$ cat src/rtl/sram_req_arbiter_pkg.sv
// Shared types and constants for the two-into-one sram-like request arbiter.
// arb_state_e : arbitration FSM states (idle, grant locked to inst or data).
// TAG_*       : source tags stored in the in-order response routing FIFO.
// sram_req_t  : request fields of one sram-like master, as a single bundle.
package sram_req_arbiter_pkg;

  typedef enum logic [1:0] {
    ARB_IDLE      = 2'd0,
    ARB_LOCK_INST = 2'd1,
    ARB_LOCK_DATA = 2'd2
  } arb_state_e;

  localparam logic TAG_INST = 1'b0;
  localparam logic TAG_DATA = 1'b1;

  typedef struct packed {
    logic        wr;
    logic [1:0]  size;
    logic [3:0]  wstrb;
    logic [31:0] addr;
    logic [31:0] wdata;
  } sram_req_t;

endpackage

$ cat src/rtl/sram_req_arbiter_if.sv
// Bundle of every sram-like signal around the arbiter: the CPU instruction
// port, the CPU data port and the bridge-side slave port.
// modport slave  : the arbiter's view (takes requests, drives responses and m_*).
// modport master : the environment's view (CPU ports and bridge).
interface sram_req_arbiter_if;
  logic        inst_req, inst_wr;
  logic [1:0]  inst_size;
  logic [3:0]  inst_wstrb;
  logic [31:0] inst_addr, inst_wdata, inst_rdata;
  logic        inst_addr_ok, inst_data_ok;

  logic        data_req, data_wr;
  logic [1:0]  data_size;
  logic [3:0]  data_wstrb;
  logic [31:0] data_addr, data_wdata, data_rdata;
  logic        data_addr_ok, data_data_ok;

  logic        m_req, m_wr;
  logic [1:0]  m_size;
  logic [3:0]  m_wstrb;
  logic [31:0] m_addr, m_wdata, m_rdata;
  logic        m_addr_ok, m_data_ok;

  modport slave (
    input  inst_req, inst_wr, inst_size, inst_wstrb, inst_addr, inst_wdata,
    output inst_rdata, inst_addr_ok, inst_data_ok,
    input  data_req, data_wr, data_size, data_wstrb, data_addr, data_wdata,
    output data_rdata, data_addr_ok, data_data_ok,
    output m_req, m_wr, m_size, m_wstrb, m_addr, m_wdata,
    input  m_rdata, m_addr_ok, m_data_ok
  );

  modport master (
    output inst_req, inst_wr, inst_size, inst_wstrb, inst_addr, inst_wdata,
    input  inst_rdata, inst_addr_ok, inst_data_ok,
    output data_req, data_wr, data_size, data_wstrb, data_addr, data_wdata,
    input  data_rdata, data_addr_ok, data_data_ok,
    input  m_req, m_wr, m_size, m_wstrb, m_addr, m_wdata,
    output m_rdata, m_addr_ok, m_data_ok
  );
endinterface

$ cat src/rtl/sram_req_arbiter_tag_fifo.sv
// tag_fifo: 1-bit wide, DEPTH-entry synchronous FIFO recording which source
// owns each outstanding transaction.
// clk/reset : clock, synchronous active-high reset (drops all entries).
// push/din  : write a tag (ignored when full).
// pop       : release the head (ignored when empty).
// head      : oldest tag; empty/full: occupancy flags.
// full is cleared while popping so a push can reuse the freed slot.
module tag_fifo #(
  parameter int unsigned DEPTH = 4
) (
  input  logic clk,
  input  logic reset,
  input  logic push,
  input  logic din,
  input  logic pop,
  output logic head,
  output logic full,
  output logic empty
);
  localparam int unsigned AW = $clog2(DEPTH);
  localparam logic [AW:0] CNT_FULL = (AW+1)'(DEPTH);
  localparam logic [AW:0] CNT_ONE  = (AW+1)'(1);

  logic [DEPTH-1:0] mem_q;
  logic [AW-1:0]    wptr_q, rptr_q;
  logic [AW:0]      count_q;
  logic             push_ok, pop_ok;

  assign empty   = (count_q == '0);
  assign full    = (count_q == CNT_FULL) && !pop;
  assign head    = mem_q[rptr_q];
  assign pop_ok  = pop && !empty;
  assign push_ok = push && !full;

  always_ff @(posedge clk) begin
    if (reset) begin
      wptr_q  <= '0;
      rptr_q  <= '0;
      count_q <= '0;
    end else begin
      if (push_ok) begin
        mem_q[wptr_q] <= din;
        wptr_q        <= wptr_q + AW'(1);
      end
      if (pop_ok) rptr_q <= rptr_q + AW'(1);
      case ({push_ok, pop_ok})
        2'b10:   count_q <= count_q + CNT_ONE;
        2'b01:   count_q <= count_q - CNT_ONE;
        default: count_q <= count_q;
      endcase
    end
  end
endmodule

$ cat src/rtl/sram_req_arbiter.sv
// sram_req_arbiter: merges the CPU instruction and data sram-like ports onto
// the single sram-like bridge port.
// clk/reset  : clock, synchronous active-high reset.
// bus        : all sram-like request/response signals (slave modport).
// err_orphan : sticky flag, a bridge response arrived with nothing outstanding.
// Data has priority; inst wins after losing STARVE_MAX consecutive cycles.
// A grant stays locked until its address handshake; responses are routed by
// an in-order tag FIFO.
module sram_req_arbiter
  import sram_req_arbiter_pkg::*;
#(
  parameter int unsigned OUTSTANDING = 4,
  parameter int unsigned STARVE_MAX  = 3
) (
  input  logic                clk,
  input  logic                reset,
  sram_req_arbiter_if.slave   bus,
  output logic                err_orphan
);
  localparam int unsigned SW = $clog2(STARVE_MAX + 1);
  localparam logic [SW-1:0] SMAX = SW'(STARVE_MAX);

  arb_state_e    state_q;
  logic [SW-1:0] starve_q, starve_d;
  logic          run_q;
  logic          err_orphan_q;

  logic      sel_inst, sel_data, hs;
  logic      fifo_full, fifo_empty, fifo_head;
  sram_req_t inst_f, data_f, m_f;

  assign inst_f = '{wr: bus.inst_wr, size: bus.inst_size, wstrb: bus.inst_wstrb,
                    addr: bus.inst_addr, wdata: bus.inst_wdata};
  assign data_f = '{wr: bus.data_wr, size: bus.data_size, wstrb: bus.data_wstrb,
                    addr: bus.data_addr, wdata: bus.data_wdata};

  always_comb begin
    sel_inst = 1'b0;
    sel_data = 1'b0;
    unique case (state_q)
      ARB_IDLE: begin
        if (run_q && !fifo_full) begin
          if (bus.inst_req && (!bus.data_req || starve_q == SMAX)) sel_inst = 1'b1;
          else if (bus.data_req)                                   sel_data = 1'b1;
        end
      end
      ARB_LOCK_INST: sel_inst = 1'b1;
      ARB_LOCK_DATA: sel_data = 1'b1;
      default: ;
    endcase
  end

  // run_q holds m_req low for the first cycle after reset.
  assign bus.m_req = run_q && !fifo_full &&
                     ((sel_inst && bus.inst_req) || (sel_data && bus.data_req));
  assign m_f = sel_inst ? inst_f : (sel_data ? data_f : '0);

  assign bus.m_wr    = m_f.wr;
  assign bus.m_size  = m_f.size;
  assign bus.m_wstrb = m_f.wstrb;
  assign bus.m_addr  = m_f.addr;
  assign bus.m_wdata = m_f.wdata;

  assign hs               = bus.m_req && bus.m_addr_ok;
  assign bus.inst_addr_ok = hs && sel_inst;
  assign bus.data_addr_ok = hs && sel_data;

  assign bus.inst_data_ok = bus.m_data_ok && !fifo_empty && (fifo_head == TAG_INST);
  assign bus.data_data_ok = bus.m_data_ok && !fifo_empty && (fifo_head == TAG_DATA);
  assign bus.inst_rdata   = bus.m_rdata;
  assign bus.data_rdata   = bus.m_rdata;
  assign err_orphan       = err_orphan_q;

  always_comb begin
    starve_d = starve_q;
    if (!bus.inst_req || bus.inst_addr_ok) starve_d = '0;
    else if (starve_q != SMAX)             starve_d = starve_q + SW'(1);
  end

  tag_fifo #(.DEPTH(OUTSTANDING)) u_tag_fifo (
    .clk   (clk),
    .reset (reset),
    .push  (hs),
    .din   (sel_data ? TAG_DATA : TAG_INST),
    .pop   (bus.m_data_ok),
    .head  (fifo_head),
    .full  (fifo_full),
    .empty (fifo_empty)
  );

  always_ff @(posedge clk) begin
    if (reset) begin
      state_q      <= ARB_IDLE;
      starve_q     <= '0;
      run_q        <= 1'b0;
      err_orphan_q <= 1'b0;
    end else begin
      run_q    <= 1'b1;
      starve_q <= starve_d;
      if (bus.m_data_ok && fifo_empty) err_orphan_q <= 1'b1;
      unique case (state_q)
        ARB_IDLE: begin
          if (bus.m_req && !bus.m_addr_ok)
            state_q <= sel_data ? ARB_LOCK_DATA : ARB_LOCK_INST;
        end
        ARB_LOCK_INST, ARB_LOCK_DATA: begin
          if (hs) state_q <= ARB_IDLE;
        end
        default: state_q <= ARB_IDLE;
      endcase
    end
  end
endmodule

$ cat src/flat_wrapper.sv
// flat-port wrapper written by rule: the top's interface ports become plain ports
module sram_req_arbiter_flat import sram_req_arbiter_pkg::*;
#(
  parameter int unsigned OUTSTANDING = 4,
  parameter int unsigned STARVE_MAX  = 3
)
  (clk, reset, err_orphan, bus_inst_req, bus_inst_wr, bus_inst_size, bus_inst_wstrb, bus_inst_addr, bus_inst_wdata, bus_inst_rdata, bus_inst_addr_ok, bus_inst_data_ok, bus_data_req, bus_data_wr, bus_data_size, bus_data_wstrb, bus_data_addr, bus_data_wdata, bus_data_rdata, bus_data_addr_ok, bus_data_data_ok, bus_m_req, bus_m_wr, bus_m_size, bus_m_wstrb, bus_m_addr, bus_m_wdata, bus_m_rdata, bus_m_addr_ok, bus_m_data_ok);
  sram_req_arbiter_if bus_i ();
  input  logic clk;
  input  logic reset;
  output logic err_orphan;
  input wire logic [$bits(bus_i.inst_req)-1:0] bus_inst_req;
  input wire logic [$bits(bus_i.inst_wr)-1:0] bus_inst_wr;
  input wire logic [$bits(bus_i.inst_size)-1:0] bus_inst_size;
  input wire logic [$bits(bus_i.inst_wstrb)-1:0] bus_inst_wstrb;
  input wire logic [$bits(bus_i.inst_addr)-1:0] bus_inst_addr;
  input wire logic [$bits(bus_i.inst_wdata)-1:0] bus_inst_wdata;
  output wire logic [$bits(bus_i.inst_rdata)-1:0] bus_inst_rdata;
  output wire logic [$bits(bus_i.inst_addr_ok)-1:0] bus_inst_addr_ok;
  output wire logic [$bits(bus_i.inst_data_ok)-1:0] bus_inst_data_ok;
  input wire logic [$bits(bus_i.data_req)-1:0] bus_data_req;
  input wire logic [$bits(bus_i.data_wr)-1:0] bus_data_wr;
  input wire logic [$bits(bus_i.data_size)-1:0] bus_data_size;
  input wire logic [$bits(bus_i.data_wstrb)-1:0] bus_data_wstrb;
  input wire logic [$bits(bus_i.data_addr)-1:0] bus_data_addr;
  input wire logic [$bits(bus_i.data_wdata)-1:0] bus_data_wdata;
  output wire logic [$bits(bus_i.data_rdata)-1:0] bus_data_rdata;
  output wire logic [$bits(bus_i.data_addr_ok)-1:0] bus_data_addr_ok;
  output wire logic [$bits(bus_i.data_data_ok)-1:0] bus_data_data_ok;
  output wire logic [$bits(bus_i.m_req)-1:0] bus_m_req;
  output wire logic [$bits(bus_i.m_wr)-1:0] bus_m_wr;
  output wire logic [$bits(bus_i.m_size)-1:0] bus_m_size;
  output wire logic [$bits(bus_i.m_wstrb)-1:0] bus_m_wstrb;
  output wire logic [$bits(bus_i.m_addr)-1:0] bus_m_addr;
  output wire logic [$bits(bus_i.m_wdata)-1:0] bus_m_wdata;
  input wire logic [$bits(bus_i.m_rdata)-1:0] bus_m_rdata;
  input wire logic [$bits(bus_i.m_addr_ok)-1:0] bus_m_addr_ok;
  input wire logic [$bits(bus_i.m_data_ok)-1:0] bus_m_data_ok;
  assign bus_i.inst_req = bus_inst_req;
  assign bus_i.inst_wr = bus_inst_wr;
  assign bus_i.inst_size = bus_inst_size;
  assign bus_i.inst_wstrb = bus_inst_wstrb;
  assign bus_i.inst_addr = bus_inst_addr;
  assign bus_i.inst_wdata = bus_inst_wdata;
  assign bus_inst_rdata = bus_i.inst_rdata;
  assign bus_inst_addr_ok = bus_i.inst_addr_ok;
  assign bus_inst_data_ok = bus_i.inst_data_ok;
  assign bus_i.data_req = bus_data_req;
  assign bus_i.data_wr = bus_data_wr;
  assign bus_i.data_size = bus_data_size;
  assign bus_i.data_wstrb = bus_data_wstrb;
  assign bus_i.data_addr = bus_data_addr;
  assign bus_i.data_wdata = bus_data_wdata;
  assign bus_data_rdata = bus_i.data_rdata;
  assign bus_data_addr_ok = bus_i.data_addr_ok;
  assign bus_data_data_ok = bus_i.data_data_ok;
  assign bus_m_req = bus_i.m_req;
  assign bus_m_wr = bus_i.m_wr;
  assign bus_m_size = bus_i.m_size;
  assign bus_m_wstrb = bus_i.m_wstrb;
  assign bus_m_addr = bus_i.m_addr;
  assign bus_m_wdata = bus_i.m_wdata;
  assign bus_i.m_rdata = bus_m_rdata;
  assign bus_i.m_addr_ok = bus_m_addr_ok;
  assign bus_i.m_data_ok = bus_m_data_ok;
  sram_req_arbiter #(.OUTSTANDING(OUTSTANDING), .STARVE_MAX(STARVE_MAX)) u_core (.clk(clk), .reset(reset), .bus(bus_i), .err_orphan(err_orphan));
endmodule
$ cat config.mk
export PLATFORM = sky130hd
export DESIGN_NAME = sram_req_arbiter_flat
export DESIGN_NICKNAME = d
export VERILOG_FILES = /design/src/rtl/sram_req_arbiter_pkg.sv /design/src/rtl/sram_req_arbiter_if.sv /design/src/rtl/sram_req_arbiter_tag_fifo.sv /design/src/rtl/sram_req_arbiter.sv /design/src/flat_wrapper.sv
export SDC_FILE = /design/constraint.sdc
export NUM_CORES = 1
export LEC_CHECK = 0
export BUFFER_PORTS_ARGS = -buffer_cell sky130_fd_sc_hd__buf_2
export CAP_MARGIN = 10
export CORE_AREA = 3 3 122 124
export DETAILED_ROUTE_END_ITERATION = 7
export DIE_AREA = 0 0 125 127
export GPL_TIMING_DRIVEN = 0
export PLACE_DENSITY = 0.51
export SLEW_MARGIN = 10
export SYNTH_ARGS = -nofsm -noshare
export SYNTH_HDL_FRONTEND = slang
export SYNTH_HIERARCHICAL = 1
export SYNTH_SLANG_ARGS = --single-unit
$ cat constraint.sdc
create_clock -name clk -period 3.2 [get_ports clk]
set_input_delay 0.16 -clock clk [delete_from_list [all_inputs] [get_ports clk]]
set_output_delay 0.16 -clock clk [all_outputs]
set_load 0.02 [all_outputs]
# == Word-level counts from Yosys, hierarchy flattened ==
# Cells that the tools add are included.
# op_classes
n_addsub,5
magnitude_cmp,3
n_eq_ne,9
muxes,21
bitwise,2
reduce_logical,32
# ops
op,n
$mux 71,2
$logic_and 1x1->1,16
$mux 1,9
$add 2x1->2 const B,3
$eq 2x2->1 const B,3
$logic_not 1->1,6
$lt 2x3->1 const B,2
$mux 2,3
$pmux 3 s2,1
$bwmux 4,1
$eq 2x1->1 const B,2
$ne 2x1->1 const B,2
$pmux 1 s2,2
$pmux 2 s2,1
$reduce_and 2->1,2
$reduce_or 2->1,2
$add 3x1->3 const B,1
$eq 3x3->1 const B,1
$logic_not 3->1,1
$logic_or 1x1->1,3
$sub 3x1->3 const B,1
$bmux 1 s2,1
$demux 1 s2,1
$ge 2x1->1 const B,1
4 further kinds,5
# word_totals
reg_bits,17
wordCells,80

# == Longest topological paths before layout ==
# logic_depth
word_depth,13
ltp_mapped,14
ltp_nobuf,14

# == Modules after synthesis ==
# The synthesis kept the hierarchy.
# by_module_without_submodules
module,instances,cells_each,area_each_um2,seq_area_each_um2
sram_req_arbiter,1,201,1654.1,120.1
tag_fifo,1,55,598.1,260.2

# == Worst setup path before layout ==
# OpenSTA, ideal clock, no wires.
# synth_timing
kind,reg2reg
startpoint,register u_core.state_q[0]
endpoint,register u_core.u_tag_fifo.count_q[2]
setup_time_ps,71
arrival_time_ps,2751
path_slack_ps,378
stages_incl_launch_ff,15
n_path_buf,0
synth_period_minus_slack_ps,2822
path_cell_list,dfxtp_1 > inv_1 > ha_1 > o21ai_0 > a21boi_0 > nand2_1 > inv_1 > nor2b_2 > inv_1 > ha_1 > inv_1 > fa_1 > xor2_1 > or3_1 > a21oi_1
# synth_between
elab_chain_cells,9
# synth_lines
item,line,rtl
start: declaration,sram_req_arbiter.sv:23,arb_state_e state_q;
start signal: assignment,sram_req_arbiter.sv:104,state_q <= sel_data ? ARB_LOCK_DATA : ARB_LOCK_INST;
"$eq 2x1->1, or another cell as far along",sram_req_arbiter.sv:40,unique case (state_q)
$pmux 1 s2,sram_req_arbiter.sv:40,
$logic_and 1x1->1,sram_req_arbiter.sv:55,((sel_inst && bus.inst_req) || (sel_data && bus.data_req));
$logic_or 1x1->1 (*),sram_req_arbiter.sv:55,
$logic_and 1x1->1 (*),sram_req_arbiter.sv:54,assign bus.m_req = run_q && !fifo_full &&
net bus_m_req,flat_wrapper.sv:30,output wire logic [$bits(bus_i.m_req)-1:0] bus_m_req;
$logic_and 1x1->1 (*),sram_req_arbiter.sv:64,assign hs = bus.m_req && bus.m_addr_ok;
net u_core.hs,sram_req_arbiter.sv:28,"logic sel_inst, sel_data, hs;"
$logic_and 1x1->1 (*),sram_req_arbiter_tag_fifo.sv:33,assign push_ok = push && !full;
$eq 2x1->1 / $eq 2x2->1 (equally long branches),sram_req_arbiter_tag_fifo.sv:46,"case ({push_ok, pop_ok})"
$pmux 3 s2 / $reduce_bool 2->1 (equally long branches),n/a,
end signal: assignment,sram_req_arbiter_tag_fifo.sv:47,2'b10: count_q <= count_q + CNT_ONE;
end signal: assignment,sram_req_arbiter_tag_fifo.sv:48,2'b01: count_q <= count_q - CNT_ONE;
end signal: assignment,sram_req_arbiter_tag_fifo.sv:49,default: count_q <= count_q;
end: declaration,sram_req_arbiter_tag_fifo.sv:26,logic [AW:0] count_q;
# Mark *: on every way through the listed nets, which the timed path passes. The rest lies on a longest branch.
# A chain may end at the register's enable or synchronous reset.

# == Worst setup path in the final report ==
# layout_timing
startpoint,register u_core.u_tag_fifo.count_q[1]
endpoint,register u_core.u_tag_fifo.count_q[2]
# layout_between
elab_chain_cells,13
# layout_lines
item,line,rtl
$eq 3x3->1 (*),sram_req_arbiter_tag_fifo.sv:30,assign full = (count_q == CNT_FULL) && !pop;
$logic_and 1x1->1 (*),sram_req_arbiter_tag_fifo.sv:30,
net u_core.fifo_full,sram_req_arbiter.sv:29,"logic fifo_full, fifo_empty, fifo_head;"
$logic_not 1->1 (*),"sram_req_arbiter.sv:42, sram_req_arbiter.sv:54",
$logic_and 1x1->1 (*),"sram_req_arbiter.sv:42, sram_req_arbiter.sv:54",
$mux 1,sram_req_arbiter.sv:42,if (run_q && !fifo_full) begin
$pmux 1 s2,sram_req_arbiter.sv:40,
$logic_and 1x1->1,sram_req_arbiter.sv:55,
$logic_or 1x1->1,sram_req_arbiter.sv:55,
$logic_and 1x1->1 (*),sram_req_arbiter.sv:54,
$logic_and 1x1->1 (*),sram_req_arbiter.sv:64,
net u_core.hs,sram_req_arbiter.sv:28,
$logic_and 1x1->1 (*),sram_req_arbiter_tag_fifo.sv:33,
$eq 2x1->1 / $eq 2x2->1 (equally long branches),sram_req_arbiter_tag_fifo.sv:46,
$pmux 3 s2 / $reduce_bool 2->1 (equally long branches),n/a,
# Marked as above.

==> metrics.cfg <==
[run_status]
status=completed

[timing]
setup_viol=0
finalSetupTns_ns=0
min_period_ns=2.89
slew_headroom_pct=64.9
hold_viol=0
period_share_pct=90.3
tightestPinTransition_ns=0.527
rsz0062_at_grt=no
fmax_mhz=346
final-max-slew-violation-count=0
hold_ws_ns=0.179
skew_ns=0.00273

[synthesis]
yosys.area_share.simple_pct=10.9
synth_xor_area_share_pct=1.56
seq_area_frac_synth_pct=16.9
ys.flop_type=dfxtp_1
ys_warn_count=6
ys_types=39
synth_top_family_by_area=compound AO/OA/AOI/OAI gates
synthAdderAreaFrac_pct=5.89
synth_mux_area_share_pct=2.56
synth_compound_area_share_pct=33.8
syn-num-nets=446
ys_seq_elements=17
syn_area_per_cell_sq_um=8.80
synthesis.area_sq_um=2250
synthCells=256
synth-async-reset-ratio_pct=0
synth-edff-count=4

[detailed_routing]
dr.pass1.iters=5
drt_wl_total_um=13300
drcViolationCount=0
antenna_left=0
post_drt_wl_per_cell_um=18.2
viasPerCell=4.22
drt_iter0_drc=140
vias=3079

[floorplan]
io_pins=321
start_util_pct=16.2
core_area_sq_um=13900
die_area_sq_um=15900
die_y_um=127
die_w_um=125
rows=43

[critical_path]
worstPathRequired_ns=3.38
cp_slowest_cell=nor4b_4
cp_common_cell=inv_1
cp_max_fo=5
crit_type=register to register
critPathLaunchType=register
rr_worst_depth=13
crit_path_cell_trace=nor4b_4, nor2b_1, a21boi_0, nand2_1, inv_1, nor2b_2, inv_1, ha_1, inv_1, fa_1, xor2_1, or3_1, a21oi_1
cp.arrival_ns=3.07
max_stage_delay_ns=0.40
end_kind=register

[layout]
final_cell_mix=buf_2 (295), a22o_1 (72), buf_4 (68)
nets=740
layout-drive-gt1-share_pct=69.0
syn2layout_area_growth_pct=78.0
n_antenna_cell=0
layout_commonest_cell=buf_2
fill_cells=1533

[clocking]
ctsRootBufferMaster=clkbuf_16
post_cts_resized=0
clk_latency_ns=0.25
clkTransAtPathRegs_ns=0.06
cts_buffers=3
ctsLongestPathBuffers=2
cts_tree=built
cts_sinks=17
cts_max_level=1
hold_buffers=0

[placed_design]
dp_hpwl_um=11700
gp_congestion=0.878
portBuffers=288

[power]
irDropWorstVdd_mv=0.158
clockPowerShare_pct=15.5
internal-power_w=0.000881
p_switching_w=0.000788
leakagePower_nw=2.34
powerDensity_nw_per_um2=416
power_frac_seq_pct=16.9
combinationalPowerShare_pct=67.6
switching_share_pct=47.2

[global_routing]
grt_antenna_before_repair=0
grt_max_degree=12
gr-total-overflow=0
track_usage_pct=14.7
first_global_vias=3076
grt_pass1_wl_um=18200

[flow_run]
maxCapViolCount=0

[min_path]
hold_depth=2
min_path_type=primary input to register

critical path, delay by kind of cell, from the launching register on:
family          cells  cell delay (ns)
buf+inv             3             0.24
simple gates        5             1.14
flops               1             0.36
compound gates      2             0.33
fa+ha+maj           2             0.59
xor+xnor            1             0.16
flip-flops by register name, summed over array words and instances, names as in the netlist:
register                   count
u_core/u_tag_fifo/mem_q        4
u_core/u_tag_fifo/count_q      3
u_core/starve_q                2
u_core/state_q                 2
u_core/u_tag_fifo/rptr_q       2
u_core/u_tag_fifo/wptr_q       2
u_core/err_orphan              1
u_core/run_q                   1
area by class of cell:
| cell class | count | area, sq um | share of cell area [%] |
|---|---|---|---|
| flip-flops and latches | 17 | 380 | 9.49 |
| repair buffers | 289 | 1450 | 36.1 |
| inverters | 13 | 48.8 | 1.22 |
| multi-input cells | 146 | 1230 | 30.7 |
| clock inverters | 1 | 7.51 | 0.187 |
| plain buffers | 80 | 591 | 14.7 |
| well taps | 180 | 225 | 5.62 |
| clock buffers | 3 | 75.1 | 1.87 |
worst paths after layout:
kind         slack, ns                         start                           end
min               0.18                         reset             u_core/err_orphan
min reg2reg       0.47             u_core/err_orphan             u_core/err_orphan
max               0.31  u_core/u_tag_fifo/count_q[1]  u_core/u_tag_fifo/count_q[2]
max reg2reg       0.31  u_core/u_tag_fifo/count_q[1]  u_core/u_tag_fifo/count_q[2]
layer usage:
layer | share of wire [%] | wire length (um) | GRT usage, %
met1 | 39 | 5180 | 18.1
met3 | 15 | 1950 | 7.82
met2 | 46 | 6050 | 23.6
met4 | 0.64 | 85 | 2.10
met5 | 0 | 0 | 0
cell usage after synthesis, types with 2 or more instances:
cell,instances,area (sq um)
edfxtp_1,4,120
dfxtp_1,13,260
clkbuf_1,2,7.51
or2_2,2,12.5
xor2_1,4,35.0
ha_1,9,113
a21oi_1,5,25.0
buf_6,4,45.0
or3_1,2,12.5
mux2i_1,2,20.0
nand2_1,4,15.0
a41o_1,3,30.0
nor4b_1,2,17.5
nor3b_1,5,37.5
inv_1,13,48.8
a22o_1,72,631
o21ai_0,4,20.0
buf_2,7,35.0
buf_4,67,503
nand2b_1,3,18.8
nor2_1,9,33.8
nor3_1,3,15.0
timing repair:
action	in CTS	in global routing
setup endpoints to repair	0	1
hold endpoints to repair	0	0
setup buffers	0	1
power groups by stage:
stage                     Sequential (W)  Clock [W]  Combinational, W
after floorplan                 0.000283          0          0.000705
after global placement          0.000284          0           0.00113
after detailed placement        0.000286          0           0.00114
after CTS                       0.000282   0.000268           0.00114
after global routing            0.000286   0.000283           0.00122
final                           0.000282   0.000259           0.00113
cell families after synthesis:
logic type | Yosys count
adder cells (fa/ha/maj) | 10
flip-flops | 17
AND/OR/NAND/NOR | 38
multiplexers | 4
XOR/XNOR | 4
AO/OA/AOI/OAI | 90
buffers and inverters | 93
through the flow:
step,cell area [sq um],utilization [%],setup WS [ns],std cells,power [W]
after floorplan,2250,-,0.378,256,0.000988
after global placement,3920,28.2,0.294,724,0.00142
after detailed placement,3920,28.2,0.245,724,0.00142
after CTS,4000,28.8,0.216,728,0.00169
after global routing,4010,28.9,0.0649,729,0.00178
final,4010,28.9,0.310,729,0.00167
(Power assumes the default switching activity.)
